[config.mk]
export PLATFORM = sky130hd
export DESIGN_NAME = pps_gen
export DESIGN_NICKNAME = d
export VERILOG_FILES = /design/src/rtl/pps_pkg.sv /design/src/rtl/sync_edge.sv /design/src/rtl/pps_gen.sv
export SDC_FILE = /design/constraint.sdc
export NUM_CORES = 1
export LEC_CHECK = 0
export CORE_ASPECT_RATIO = 0.5
export CORE_MARGIN = 2
export CORE_UTILIZATION = 39
export CTS_CLUSTER_SIZE = 28
export DETAILED_ROUTE_END_ITERATION = 7
export PLACE_DENSITY = 0.6
export RECOVER_POWER = 50
export SETUP_SLACK_MARGIN = 0.1
export SYNTH_ARGS = -nofsm -noshare
export SYNTH_HDL_FRONTEND = slang
export SYNTH_SLANG_ARGS = --single-unit
export TNS_END_PERCENT = 20
[constraint.sdc]
create_clock -name clk200 -period 3.9 [get_ports clk200]
set_clock_uncertainty 0.1 [all_clocks]
set_input_delay 0.78 -clock clk200 [delete_from_list [all_inputs] [get_ports clk200]]
set_output_delay 0.78 -clock clk200 [all_outputs]
set_load 0.1 [all_outputs]
[src/rtl/pps_pkg.sv]
// Shared definitions for the PPS transmitter: parameter defaults, FSM states
// and the phase-counter width helper.
package pps_pkg;

    localparam int unsigned PPS_PERIOD_DEFAULT = 200_000_000;  // 200 MHz clk200
    localparam int unsigned PPS_HIGH_DEFAULT   = 20_000_000;   // 10 % duty
    localparam int unsigned PPS_CNT_W_DEFAULT  = 32;

    typedef enum logic {
        ST_IDLE = 1'b0,
        ST_RUN  = 1'b1
    } pps_state_e;

    // Bits needed to count 0..period-1, never less than one.
    function automatic int unsigned pps_ph_width(input int unsigned period);
        return (period <= 2) ? 1 : $clog2(period);
    endfunction

endpackage

[src/rtl/sync_edge.sv]
// Two-flop synchronizer followed by a registered rising-edge detector, for
// asynchronous board inputs. rise_o is a one-cycle strobe, three edges after capture.
module sync_edge (
    input  logic clk_i,
    input  logic rst_ni,
    input  logic async_i,
    output logic rise_o
);

    logic [1:0] sync_q;
    logic       dly_q;
    logic       rise_q;

    // NOTE: sequential state uses non-blocking assignments only, so every flop
    // samples the pre-edge value of its neighbour and the pipeline shifts cleanly.
    always_ff @(posedge clk_i) begin
        if (!rst_ni) begin
            sync_q <= '0;
            dly_q  <= 1'b0;
            rise_q <= 1'b0;
        end else begin
            sync_q <= {sync_q[0], async_i};
            dly_q  <= sync_q[1];
            rise_q <= sync_q[1] & ~dly_q;
        end
    end

    assign rise_o = rise_q;

endmodule

[src/rtl/pps_gen.sv]
// Pulse-per-second transmitter on clk200 with registered pulse, tick, seconds
// count and lock flag. Define PPS_GEN_ALIGN_EN to add the align_i re-phasing input.
module pps_gen
    import pps_pkg::*;
#(
    parameter int unsigned PERIOD_CYCLES = PPS_PERIOD_DEFAULT,
    parameter int unsigned HIGH_CYCLES   = PPS_HIGH_DEFAULT,
    parameter int unsigned CNT_W         = PPS_CNT_W_DEFAULT
) (
    input  logic             clk200,
    input  logic             sys_reset_n,
    input  logic             en_i,
`ifdef PPS_GEN_ALIGN_EN
    input  logic             align_i,
`endif
    output logic             pps_o,
    output logic             pps_tick_o,
    output logic [CNT_W-1:0] sec_cnt_o,
    output logic             locked_o
);

    localparam int unsigned    PH_W    = pps_ph_width(PERIOD_CYCLES);
    localparam logic [PH_W-1:0] PH_LAST = PH_W'(PERIOD_CYCLES - 1);
    localparam logic [PH_W-1:0] PH_HIGH = PH_W'(HIGH_CYCLES);

    pps_state_e       state_q, state_d;
    logic [PH_W-1:0]  ph_q, ph_d;
    logic             pps_q, pps_d;
    logic             tick_q, tick_d;
    logic [CNT_W-1:0] sec_q, sec_d;
    logic             locked_q, locked_d;

    logic             align_rise;
    logic             start_pulse;
    logic [PH_W-1:0]  ph_inc;

`ifdef PPS_GEN_ALIGN_EN
    sync_edge u_align_sync (
        .clk_i   (clk200),
        .rst_ni  (sys_reset_n),
        .async_i (align_i),
        .rise_o  (align_rise)
    );
`else
    assign align_rise = 1'b0;
`endif

    // A pulse starts on enable from IDLE, on the natural wrap, or on an align
    // event; coincident causes collapse into a single start. Disable wins.
    assign start_pulse = en_i && ((state_q == ST_IDLE) || (ph_q == PH_LAST) || align_rise);
    assign ph_inc      = ph_q + PH_W'(1);

    always_ff @(posedge clk200) begin
        if (!sys_reset_n) begin
            state_q  <= ST_IDLE;
            ph_q     <= '0;
            pps_q    <= 1'b0;
            tick_q   <= 1'b0;
            sec_q    <= '0;
            locked_q <= 1'b0;
        end else begin
            state_q  <= state_d;
            ph_q     <= ph_d;
            pps_q    <= pps_d;
            tick_q   <= tick_d;
            sec_q    <= sec_d;
            locked_q <= locked_d;
        end
    end

    always_comb begin
        state_d = state_q;
        case (state_q)
            ST_IDLE: if (en_i)  state_d = ST_RUN;
            ST_RUN:  if (!en_i) state_d = ST_IDLE;
            default: state_d = ST_IDLE;
        endcase
    end

    // NOTE: every output of this block gets a default first, so no path can
    // leave one unassigned and infer a latch.
    always_comb begin
        ph_d     = '0;
        pps_d    = 1'b0;
        tick_d   = 1'b0;
        sec_d    = sec_q;
        locked_d = locked_q;

        if (start_pulse) begin
            pps_d  = 1'b1;
            tick_d = 1'b1;
            sec_d  = sec_q + CNT_W'(1);
`ifdef PPS_GEN_ALIGN_EN
            if ((state_q == ST_RUN) && align_rise) locked_d = 1'b1;
`else
            locked_d = 1'b1;
`endif
        end else if ((state_q == ST_RUN) && en_i) begin
            ph_d  = ph_inc;
            pps_d = (ph_inc < PH_HIGH);
        end
    end

    assign pps_o      = pps_q;
    assign pps_tick_o = tick_q;
    assign sec_cnt_o  = sec_q;
    assign locked_o   = locked_q;

endmodule
# == Word level (Yosys, flattened, before mapping) ==
# Index checks and enable logic that the tools add are counted.
# word_totals
reg_bits,64
latch_bits,0
mem_bits_rw,0
rom_bits,0
input_bits,3
elab_cells,21
memories,0
# classes
n_addsub,2
mul,0
div_mod_pow,0
order_cmp,1
eq_ne,1
shift,0
mux,4
n_bitwise,3
n_reduce_logical,4
# ops
op,n
"adder 32 x 1 -> 32 bit, second input constant",1
"adder 28 x 1 -> 28 bit, second input constant",1
"== test 28 bit, second input constant",1
"< comparator 28 x 25 -> 1 bit, second input constant",1
2-to-1 mux 1 bit,4
NOT 1 bit,3
OR reduction 3 bit,1
logical AND 1 bit,2
logical OR 1 bit,1

# == Depth between registers and ports, before layout ==
# depth
word_depth,4
mapped_depth,8
depth_no_buf,8

# == Least setup slack after synthesis ==
# No wires, ideal clock.
# synth_path
path_kind,register to register
startpoint,register sec_q[7] (netlist: sec_cnt_o[7])
endpoint,register sec_q[26] (netlist: sec_cnt_o[26])
setup_ps,70
arrival_ps,2563
required_time_ps,3730
setup_slack_ps,1168
path_stages_with_launch,7
path_buffers,0
synth_period_minus_slack_ps,2732
path_cell_list,dfxtp_1 -> and4_1 -> nand4_1 -> nor3_1 -> nand4_1 -> or3_1 -> a21oi_1
# synth_between
elab_chain_len,1
# synth_rtl
element,line_no,text
start: declaration,pps_gen.sv:30,"logic [CNT_W-1:0] sec_q, sec_d;"
start signal: assignment,pps_gen.sv:59,sec_q <= '0;
start signal: assignment,pps_gen.sv:66,sec_q <= sec_d;
adder 32 x 1 -> 32 bit,pps_gen.sv:92,sec_d = sec_q + CNT_W'(1);
# No other way between the ends.
# A chain may end at the register's enable or synchronous reset.

# == Worst setup path in the final report ==
# layout_path
startpoint,register ph_q[0]
endpoint,register sec_q[19] (netlist: sec_cnt_o[19])
# layout_between
elab_chain_len,3
# layout_rtl
element,line_no,text
start: declaration,pps_gen.sv:27,"logic [PH_W-1:0] ph_q, ph_d;"
start signal: assignment,pps_gen.sv:63,ph_q <= ph_d;
== test 28 bit,pps_gen.sv:50,assign start_pulse = en_i && ((state_q == ST_IDLE) || (ph_q == PH_LAST) || align_rise);
logical OR 1 bit,pps_gen.sv:50,
logical AND 1 bit,pps_gen.sv:50,
# No other way between the ends.

==> metrics.json <==
{
  "run_status": {
    "result_of_the_run": "complete, no violations"
  },
  "setup_path": {
    "critical_path_depth": 7,
    "timing_worst_setup_path_type": "flop to flop",
    "crit_fanout": 15,
    "cp_cell_sequence": "ha_1 -> and4_1 -> nand2_1 -> o41ai_4 -> nand3_2 -> or4_1 -> a21oi_1",
    "worst_path_largest_cell_delay_ps": 670,
    "worstPathBufferInverterCount": 0,
    "cp-end-kind": "flop",
    "cpMaxStageDelayCell": "o41ai_4",
    "cp.arrival_ps": 3320,
    "start_kind": "flop",
    "worst_path_dominant_cell_family": "simple AND/OR/NAND/NOR gates",
    "ff2ff_path_depth": 7,
    "worstPathRequired_ps": 4060
  },
  "yosys": {
    "synth-seq-cells": 64,
    "mappedNetlistArea_sq_um": 3290,
    "synthesis.instances": 405,
    "synth_edf_count": 0,
    "synth.yosys.warnings": 0,
    "synth-main-ff-cell": "dfxtp_1",
    "synth_fp_nets": 410,
    "syn_area_per_cell_sq_um": 8.12,
    "ys_seq_area_frac": 0.390,
    "netlist-cell-type-count": 47,
    "ys_async_sr_fraction": 0
  },
  "place": {
    "pre_cts_slack_ps": 841,
    "post-place-cells": 537,
    "gp_congestion": 0.801,
    "post-dp-hpwl_mm": 5.13,
    "io_buffer_count": 37
  },
  "floorplanning": {
    "num_io_pins": 38,
    "row_count": 23,
    "core_region_area_sq_um": 8090,
    "die-area_sq_um": 9230,
    "die_x_um": 134,
    "start_util": 0.407,
    "die_h_um": 68.9
  },
  "detailed_routing": {
    "first_pass_iters": 4,
    "remaining_number_of_nets_flagged_by_the_antenna_check_after_routing": 0,
    "drt-total-wl_mm": 7.49,
    "vias": 2901,
    "drc_errors": 0,
    "avgRoutedWirePerCell_um": 13.5,
    "vias_per_cell": 5.25,
    "drtIter0Drc": 183
  },
  "clocking": {
    "tritoncts": "yes",
    "post_cts_setup_buffers": 0,
    "cts-root-buf": "clkbuf_16",
    "postCtsHoldBufs": 0,
    "clockBufferDepth": 2,
    "cts.repair.resized": 0,
    "cts_sinks": 64,
    "number_of_buffers_created_by_cts": 9,
    "h-tree-depth": 3,
    "clkLatencyLatePin_ps": 340,
    "worst_setup_hold_path_clk_slew_ps": 50
  },
  "sta": {
    "fin_crit_ps": 3150,
    "count_of_pins_over_their_slew_limit": 0,
    "fin_setup_tns_ps": 0,
    "worstMarginPinSlew_ps": 988,
    "timing.final.crit_share": 0.808,
    "timing_hold_violations_final": 0,
    "final_critical_path_setup_slack_ps": 749,
    "timing.final.setup_violations": 0,
    "clock.fmax_mhz": 317,
    "unrepaired_setup_endpoints_after_global_routing": "false",
    "timing.slew.headroom": 0.339
  },
  "grt": {
    "grt_pass1_wl_mm": 12.5,
    "grt_pass1_vias": 2610,
    "initial_antenna_violation_count": 0,
    "grt_usage": 0.175,
    "grt_start_max_net_pins": 29,
    "grt_remaining_overflow": 0
  },
  "pwr": {
    "total_leakage_power_nw": 1.41,
    "report.power.total_mw": 1.58,
    "powerDensity_nw_per_um2": 390,
    "irDropWorstVdd_mv": 0.229
  },
  "min_path": {
    "holdPathStages": 2,
    "hold_path.class": "flop to flop"
  },
  "final_layout": {
    "final_core_utilization": 0.502,
    "insertedDiodeCount": 0,
    "areaGrowthSynthToFinish_pct": 23.4,
    "post_route_cells_drive_above_1_share": 0.0544,
    "net_count_final": 441,
    "fill_cell_instance_count_of_the_final_layout": 802,
    "cell_count_final_fillers_out": 553
  },
  "run": {
    "drv.max_cap_violation_count": 0
  }
}
## synth_stat cells (all sizes together) (3+ instances only)
cell / instances / area share
a21oi: 14 / 0.021
a31oi: 3 / 0.0057
and2: 4 / 0.0076
and3: 9 / 0.017
and4: 4 / 0.011
clkbuf: 18 / 0.021
dfxtp: 64 / 0.39
inv: 12 / 0.014
mux2i: 5 / 0.015
nand2: 39 / 0.045
nand2b: 7 / 0.013
nand3: 27 / 0.043
nand4: 21 / 0.040
nor2: 56 / 0.064
nor3: 10 / 0.017
nor4: 12 / 0.023
o21ai: 7 / 0.011
o31ai: 6 / 0.014
or3: 9 / 0.017
or4: 6 / 0.014
xnor2: 13 / 0.035
xor2: 29 / 0.077
## area by class of cell
type                       count  area [sq um]  area share
multi-input combinational    309          1880       0.464
sequential                    64          1280       0.316
timing repair buffer          40           389      0.0959
clock buffer                  14           284      0.0700
tap                          112           140      0.0345
inverter                      12          45.0      0.0111
clock inverter                 2          35.0     0.00863
## layer usage
| layer | GRT usage | share of wire | vias to the layer above |
|---|---|---|---|
| met1 | 0.222 | 0.52 | 1344 |
| met3 | 0.0651 | 0.043 | 8 |
| li1 | - | - | 1506 |
| met4 | 0.0691 | 0.012 | 0 |
| met5 | 0 | 0 | - |
| met2 | 0.275 | 0.43 | 43 |
## registers in the layout (all words and copies together) (netlist names)
name,count
ph_q,28
state_q,1
pps_o,1
pps_tick_o,1
sec_cnt_o,32
locked_o,1
## logic make-up after synthesis
family / Yosys count / synth area share
compound gates: 45 / 0.0951
flops: 64 / 0.390
mux: 5 / 0.0152
buf+inv: 32 / 0.0373
simple gates: 215 / 0.343
fa+ha+maj: 2 / 0.00761
xor+xnor: 42 / 0.112
## worst min-delay path: cells and delay by family (launching register included)
family,cells,cell delay [ps]
flip-flops,1,300
AND/OR/NAND/NOR,2,90
## metrics by stage
step / hold slack (ps) / instance area, sq um
2_1_floorplan: 338 / 3290
3_3_place_gp: 330 / 3740
3_5_place_dp: 342 / 3740
4_1_cts: 349 / 4060
5_1_grt: 384 / 4060
6_report: 340 / 4060
## final timing paths
| check | slack, ps | from | end |
|---|---|---|---|
| worst min register to register | 340 | locked_o$_SDFFE_PN0P_ | locked_o$_SDFFE_PN0P_ |
| worst max-delay path | 750 | ph_q[0]$_SDFF_PP0_ | sec_cnt_o[19]$_SDFFE_PN0P_ |
| worst min-delay path | 340 | locked_o$_SDFFE_PN0P_ | locked_o$_SDFFE_PN0P_ |
| worst max register to register | 750 | ph_q[0]$_SDFF_PP0_ | sec_cnt_o[19]$_SDFFE_PN0P_ |
## cells in the final DEF (no fill, tap or decap), types with 11 or more instances in the layout
cell           synthesis  layout
a21oi_1               14      14
dfxtp_1               64      64
nor4_1                12      12
nor2_1                56      56
xor2_1                29      29
inv_1                 11      11
dlygate4sd3_1          0      33
xnor2_1               13      13
nand4_1               21      21
nand3_1               26      26
nand2_1               38      39
## power by group
part           internal, mW  leakage, nW  total (mW)  switching (mW)
Sequential            0.660        0.517       0.663         0.00355
Combinational        0.0138        0.734      0.0676          0.0537
Clock                 0.563        0.159       0.850           0.287
Note: power is estimated with default switching activity, not from simulation.
